`config.mk`:
```
export PLATFORM = sky130hd
export DESIGN_NAME = seq_restoring_divider
export DESIGN_NICKNAME = d
export VERILOG_FILES = /design/src/rtl/seq_restoring_divider.sv
export SDC_FILE = /design/constraint.sdc
export NUM_CORES = 1
export LEC_CHECK = 0
export ABC_AREA = 1
export CORE_MARGIN = 2
export CORE_UTILIZATION = 35
export DETAILED_ROUTE_END_ITERATION = 8
export PLACE_DENSITY_LB_ADDON = 0.12
export SLEW_MARGIN = 15
export SYNTH_ARGS = -nofsm -noshare
export SYNTH_HDL_FRONTEND = slang
export SYNTH_SLANG_ARGS = --single-unit
```
`constraint.sdc`:
```
create_clock -name clk -period 1.8 [get_ports clk]
set_input_delay 0.18 -clock clk [delete_from_list [all_inputs] [get_ports clk]]
set_output_delay 0.18 -clock clk [all_outputs]
set_load 0.02 [all_outputs]
```
`src/rtl/seq_restoring_divider.sv`:
```
// seq_restoring_divider: multi-cycle unsigned divider using a restoring
// shift-subtract loop that resolves one quotient bit per clock.
//
// Ports:
//   clk, rst_n    rising-edge clock, asynchronous active-low reset
//   start         division request, accepted only when not running
//   dividend      numerator, sampled at the accepting edge
//   divisor       denominator, sampled at the accepting edge
//   busy          high while a division is in progress
//   done          one-cycle pulse, results valid in that cycle
//   quotient      result quotient, held until the next completion
//   remainder     result remainder, held until the next completion
//   div_by_zero   set with done when the divisor was zero
module seq_restoring_divider #(
    parameter int unsigned WIDTH = 8
) (
    input  logic             clk,
    input  logic             rst_n,
    input  logic             start,
    input  logic [WIDTH-1:0] dividend,
    input  logic [WIDTH-1:0] divisor,
    output logic             busy,
    output logic             done,
    output logic [WIDTH-1:0] quotient,
    output logic [WIDTH-1:0] remainder,
    output logic             div_by_zero
);

    localparam int unsigned CNT_W = $clog2(WIDTH);

    typedef enum logic [1:0] {
        S_IDLE,
        S_RUN,
        S_DONE,
        S_DONE_Z
    } state_t;

    state_t           state, state_nxt;
    logic [WIDTH-1:0] rem_acc, rem_acc_nxt;
    logic [WIDTH-1:0] q_acc, q_acc_nxt;
    logic [WIDTH-1:0] dvsr, dvsr_nxt;
    logic [CNT_W-1:0] cnt, cnt_nxt;
    logic             busy_nxt, done_nxt, dbz_nxt;
    logic [WIDTH-1:0] quotient_nxt, remainder_nxt;

    logic [WIDTH:0]   shift_rem;
    logic [WIDTH:0]   trial;
    logic [WIDTH-1:0] rem_iter;
    logic [WIDTH-1:0] q_iter;

    // One restoring iteration; trial MSB acts as the borrow (negative) flag
    always_comb begin
        shift_rem = {rem_acc, q_acc[WIDTH-1]};
        trial     = shift_rem - {1'b0, dvsr};
        q_iter    = {q_acc[WIDTH-2:0], ~trial[WIDTH]};
        rem_iter  = trial[WIDTH] ? shift_rem[WIDTH-1:0] : trial[WIDTH-1:0];
    end

    // Next-state and next-output logic
    always_comb begin
        state_nxt     = state;
        rem_acc_nxt   = rem_acc;
        q_acc_nxt     = q_acc;
        dvsr_nxt      = dvsr;
        cnt_nxt       = cnt;
        busy_nxt      = 1'b0;
        done_nxt      = 1'b0;
        dbz_nxt       = div_by_zero;
        quotient_nxt  = quotient;
        remainder_nxt = remainder;

        case (state)
            S_IDLE, S_DONE: begin
                state_nxt = S_IDLE;
                if (start) begin
                    rem_acc_nxt = '0;
                    q_acc_nxt   = dividend;
                    dvsr_nxt    = divisor;
                    cnt_nxt     = CNT_W'(WIDTH - 1);
                    busy_nxt    = 1'b1;
                    if (divisor == '0) begin
                        state_nxt = S_DONE_Z;
                    end else begin
                        state_nxt = S_RUN;
                        dbz_nxt   = 1'b0;
                    end
                end
            end
            S_RUN: begin
                rem_acc_nxt = rem_iter;
                q_acc_nxt   = q_iter;
                if (cnt == '0) begin
                    state_nxt     = S_DONE;
                    done_nxt      = 1'b1;
                    quotient_nxt  = q_iter;
                    remainder_nxt = rem_iter;
                end else begin
                    busy_nxt = 1'b1;
                    cnt_nxt  = cnt - CNT_W'(1);
                end
            end
            S_DONE_Z: begin
                // Dividend still sits untouched in q_acc
                state_nxt     = S_DONE;
                done_nxt      = 1'b1;
                quotient_nxt  = '1;
                remainder_nxt = q_acc;
                dbz_nxt       = 1'b1;
            end
            default: begin
                state_nxt = S_IDLE;
            end
        endcase
    end

    // State and output registers
    always_ff @(posedge clk or negedge rst_n) begin
        if (!rst_n) begin
            state       <= S_IDLE;
            rem_acc     <= '0;
            q_acc       <= '0;
            dvsr        <= '0;
            cnt         <= '0;
            busy        <= 1'b0;
            done        <= 1'b0;
            div_by_zero <= 1'b0;
            quotient    <= '0;
            remainder   <= '0;
        end else begin
            state       <= state_nxt;
            rem_acc     <= rem_acc_nxt;
            q_acc       <= q_acc_nxt;
            dvsr        <= dvsr_nxt;
            cnt         <= cnt_nxt;
            busy        <= busy_nxt;
            done        <= done_nxt;
            div_by_zero <= dbz_nxt;
            quotient    <= quotient_nxt;
            remainder   <= remainder_nxt;
        end
    end

endmodule

```
## Yosys cells after proc, flatten, opt, wreduce, memory -nomap -nowiden

Index checks and enable logic that the tools add are counted.

- Flip-flop bits (word level): 48
- Latch bits: 0
- RAM bits: 0
- Bits in read-only memories: 0
- Bits of input ports: 19
- Output and inout bits: 19
- Word-level logic and storage cells: 56
- Memories kept: 0

- Add/sub/neg operators: 2
- Multipliers: 0
- Div/mod/pow operators: 0
- $lt $le $gt $ge: 0
- Eq/ne operators: 7
- Shifts and indexed selects: 0
- Multiplexer cells: 24
- Bitwise logic cells: 1
- Reductions and logical operators: 12

Operator list:

| kind | number |
|---|---|
| $pmux 8 s2 | 4 |
| $mux 8 | 5 |
| $sub 9x8->9 | 1 |
| $logic_not 8->1 | 1 |
| $ne 2x2->1 const B | 4 |
| $mux 2 | 3 |
| $mux 3 | 2 |
| $pmux 1 s2 | 3 |
| $pmux 2 s3 | 1 |
| $pmux 3 s2 | 1 |
| $reduce_and 2->1 | 3 |
| $reduce_and 3->1 | 2 |
| $reduce_bool 2->1 | 3 |
| $mux 1 | 5 |
| $eq 2x2->1 const B | 2 |
| $logic_not 3->1 | 1 |
| $sub 3x1->3 const B | 1 |
| $eq 2x1->1 const B | 1 |
| $logic_not 2->1 | 1 |
| $reduce_or 2->1 | 1 |
| $not 1->1 | 1 |

## Longest topological paths before layout

- Depth after elaboration: 4
- Mapped depth: 14
- Depth with buffers taken out: 14

## Worst setup path after synthesis

Ideal clock, no wire load.

- Kind: reg2reg
- From: register q_acc[7]
- To: register remainder[1]
- Arrival time: 1.728 ns
- Slack: -0.045 ns
- Stages on the path, launching flop included: 15
- Buffers on the path: 0
- Clock period less this slack: 1.845 ns
- Cell sequence: dfrtp_1 -> inv_1 -> ha_1 -> inv_1 -> fa_1 -> nand2_1 -> nand2_2 -> nand3_2 -> nand2_2 -> nand2_4 -> nand2_4 -> nand2_1 -> nand3_1 -> nand2_1 -> nand2_1

- Word-level cells in the longest chain between the ends: 4

Ends and longest elaborated chain:

| what | line | text |
|---|---|---|
| from (decl) | 40 | `logic [WIDTH-1:0] q_acc, q_acc_nxt;` |
| from (signal assigned) | 132 | `q_acc <= q_acc_nxt;` |
| $sub 9x8->9 | 54 | `trial = shift_rem - {1'b0, dvsr};` |
| $mux 8 | 56 | `rem_iter = trial[WIDTH] ? shift_rem[WIDTH-1:0] : trial[WIDTH-1:0];` |
| $mux 8 | 92 | `if (cnt == '0) begin` |
| $pmux 8 s2 | 72 | `case (state)` |
| to (signal assigned) | 139 | `remainder <= remainder_nxt;` |
| to (decl) | 25 | `output logic [WIDTH-1:0] remainder,` |

No other way between the ends. The select of a mux whose other input is x is not followed.
A chain may end at the register's enable or synchronous reset.

## Worst setup path after layout

Ends and elaborated chain as after synthesis.

==> metrics <==
status=finished, violations left; failing checks=negative setup slack; Layout Nets=438; Yosys warnings=0; Post-Synth Simple-Gate Area=28.3%; clock transition at the registers of the reported paths=0.10 ns; Total Routing Usage GR=16.7%; Die Height=90.4 µm; sequential-to-total area share from yosys stat=46.0%; Ant. Diodes=0; Post-synth EDFFs=0; delay of the slowest critical-path stage=0.41 ns; Clock Skew=0.00622 ns; crit path launch type=register; fillers=727; largest net degree at the start of global routing=21; final estimated routing congestion in global placement=0.805; critical path startpoint=q_acc[7]$_DFFE_PN0P_; final worst path period share=107%; worst setup path end=remainder[1]$_DFFE_PN0P_; Most Used Layer, Global Route=met2; critical path depth=14; # IOs=38; met2 Track Usage GR=28.1%; CP bufs+invs=2; Detail Placement HPWL=4.79 mm; adder-cell share of the synthesized area=5.56%; Max Freq=519 MHz; Worst path slowest cell=dfrtp_1; worst reg2reg path depth=14; number of remaining DRC errors=0; Seq. cell area=1200 µm²; R2R setup slack=-0.13 ns; chip width=90.4 µm; top cells by area, synth=dfrtp_1, nand2_1, inv_1, ha_1, nand3_1; Critical Path AT=2.14 ns; design area=3610 µm²; Slew Limit Fails=0; Setup crit end kind=register; Top FF cell, synth=dfrtp_1; maximum clock path buffer count=2; Via Count=2317; Rows=31; vias in the first global route=2332; met3 Use GR=2.84%; GRT met1 Usage=22.2%; Worst Path Required=2.01 ns; insertion delay of the later-clocked pin in the worst-skew pair=0.31 ns; post-synthesis compound-gate area fraction=10.3%; asr flop ratio synth=100%; DR iter-0 viols=104; worst rel slew slack=67.4%; final hold violation count=0; Die ar.=8160 µm²; crit path kind=reg -> reg; CTS tree=done; drt total wl=6.54 mm; largest family of logic cells by synthesized area=simple AND/OR/NAND/NOR gates; Vias/cell=4.56; core area=7250 µm²; average wire per standard cell=12.9 µm; multi-input logic area=1330 µm²; I/O Buffers=37; worst slack, placed=-0.172 ns; syn_nets=370; max-cap violations=0; Critical R2R Capture=remainder[1]$_DFFE_PN0P_; total congestion overflow=0; R2R Path Start=q_acc[7]$_DFFE_PN0P_; clock sink total=48; worst slew pin tran=0.489 ns; Yosys reg bits=48; first-pass GRT wire length=11.0 mm; top cell type's share of synthesized area=46.0%; mux cell area share after synthesis=0%; cell family with most CP delay=simple AND/OR/NAND/NOR gates; TritonCTS Buffers=5; synthesized area per cell=7.68 µm²; leading area contributor after synthesis=dfrtp_1; layout cells sized above 1=19.8%; Gate Count Post-Synth=340; Worst path most repeated cell=nand2_4; Antenna Violating Nets Remaining=0; slack of the critical path=-0.128 ns; Initial Util=36.0%; Min Clock Period, post-route=1.93 ns; Cell Chain, Critical Path=inv_2 > ha_4 > inv_2 > fa_2 > nand2_2 > nand2_4 > nand3_4 > nand2_4 > nand2_8 > nand2_8 > nand2_4 > nand3_2 > nand2_1 > nand2_1; Setup violations, final=18; clk root buf=clkbuf_8; Synth cell types=30; H-tree depth=2; worst min path class=in -> async; Synth Area in XOR/XNOR=0.671%; Cell Area, Placed=3240 µm²; initial antenna violation count=0; Layout area overhead=38.4%; mapped cell area=2610 µm²; Pre-antenna DRT Iters=4; RSZ-0062 raised after global routing=true; CP Max Fanout=7
-- state kept, by name, summed over array words and instances (netlist names) --
signal and count:
cnt 3, done 1, busy 1, remainder 8, quotient 8, rem_acc 8, dvsr 8, q_acc 8
state 2, div_by_zero 1
-- cells by family after synthesis --
kind of cell	count (synthesis)
AO/OA/AOI/OAI	46
XOR/XNOR	2
adder cells (fa/ha/maj)	11
buffers and inverters	62
flip-flops	48
AND/OR/NAND/NOR	171
-- Yosys cell counts (3+ instances only) --
| cell | number |
|---|---|
| nand2_1 | 112 |
| a21oi_1 | 6 |
| buf_2 | 5 |
| dfrtp_1 | 48 |
| nand3_1 | 24 |
| inv_1 | 53 |
| ha_1 | 10 |
| o211ai_1 | 3 |
| a31oi_1 | 7 |
| nor2_1 | 17 |
| nand2_2 | 7 |
| o21ai_0 | 23 |
-- worst register-to-register path, stage by stage (launching register included) --
cell	delay (ns)
dfrtp_1	0.41
inv_2	0.08
ha_4	0.12
inv_2	0.04
fa_2	0.35
nand2_2	0.09
nand2_4	0.06
nand3_4	0.12
nand2_4	0.09
nand2_8	0.10
nand2_8	0.10
nand2_4	0.08
nand3_2	0.08
nand2_1	0.07
nand2_1	0.05
-- what timing repair did --
action                                  4_1_cts  5_1_grt
setup buffers                                 5        2
hold buffers                                  1        0
pin swaps                                    20       18
resized for setup                            28        9
hold endpoints to repair                     18        0
cloned                                        0        0
endpoints found under the setup margin       18       18
-- final cells by class --
cell class,instances,area share [%]
Multi-Input combinational cell,230,36.7
Clock buffer,5,1.91
Timing Repair Buffer,68,17.1
Tap cell,99,3.43
Clock inverter,3,1.91
Inverter,55,5.72
Sequential cell,48,33.3
-- cells in the final DEF, fill, tap and decap left out, types with 3 or more instances in the layout --
cell type,n
nor2_2,3
a31oi_1,7
buf_4,28
dfrtp_1,48
inv_1,51
a21oi_1,6
nand3_2,8
nand3_1,16
nand2_1,100
nand2_2,12
nand2_4,7
clkdlybuf4s50_1,36
inv_2,3
clkbuf_8,5
ha_1,9
o211ai_1,3
o21ai_0,23
nor2_1,16
-- stage by stage --
stage,setup TNS [ns],hold slack (ns),cells,util [%]
after floorplan,0,-0.116,340,-
after global placement,-1.12,0.174,492,44.7
after detailed placement,-2.29,0.181,492,44.7
after CTS,-1.62,0.386,506,49.1
after global routing,-3.54,0.403,508,49.8
final,-1.75,0.361,508,49.8
-- how the worst min path moves through the flow --
stage | start | end | cells after the start
after detailed placement | rst_n | rem_acc[4]$_DFFE_PN0P_ | 1
after floorplan | rst_n | busy$_DFF_PN0_ | 0
after CTS | rst_n | rem_acc[7]$_DFFE_PN0P_ | 2
after global routing | rst_n | rem_acc[7]$_DFFE_PN0P_ | 2
after global placement | rst_n | rem_acc[6]$_DFFE_PN0P_ | 1
final | rst_n | rem_acc[7]$_DFFE_PN0P_ | 2
-- routing by layer --
metal  up-vias  wire length (µm)
li1       1205                 -
met1      1058              3060
met2        44              3130
met3        10               247
met4         0               112
met5         -                 0
Power is left out: the tool's default activity adds up to more than one toggle a clock period on the data nets, which glitch-free logic cannot reach.
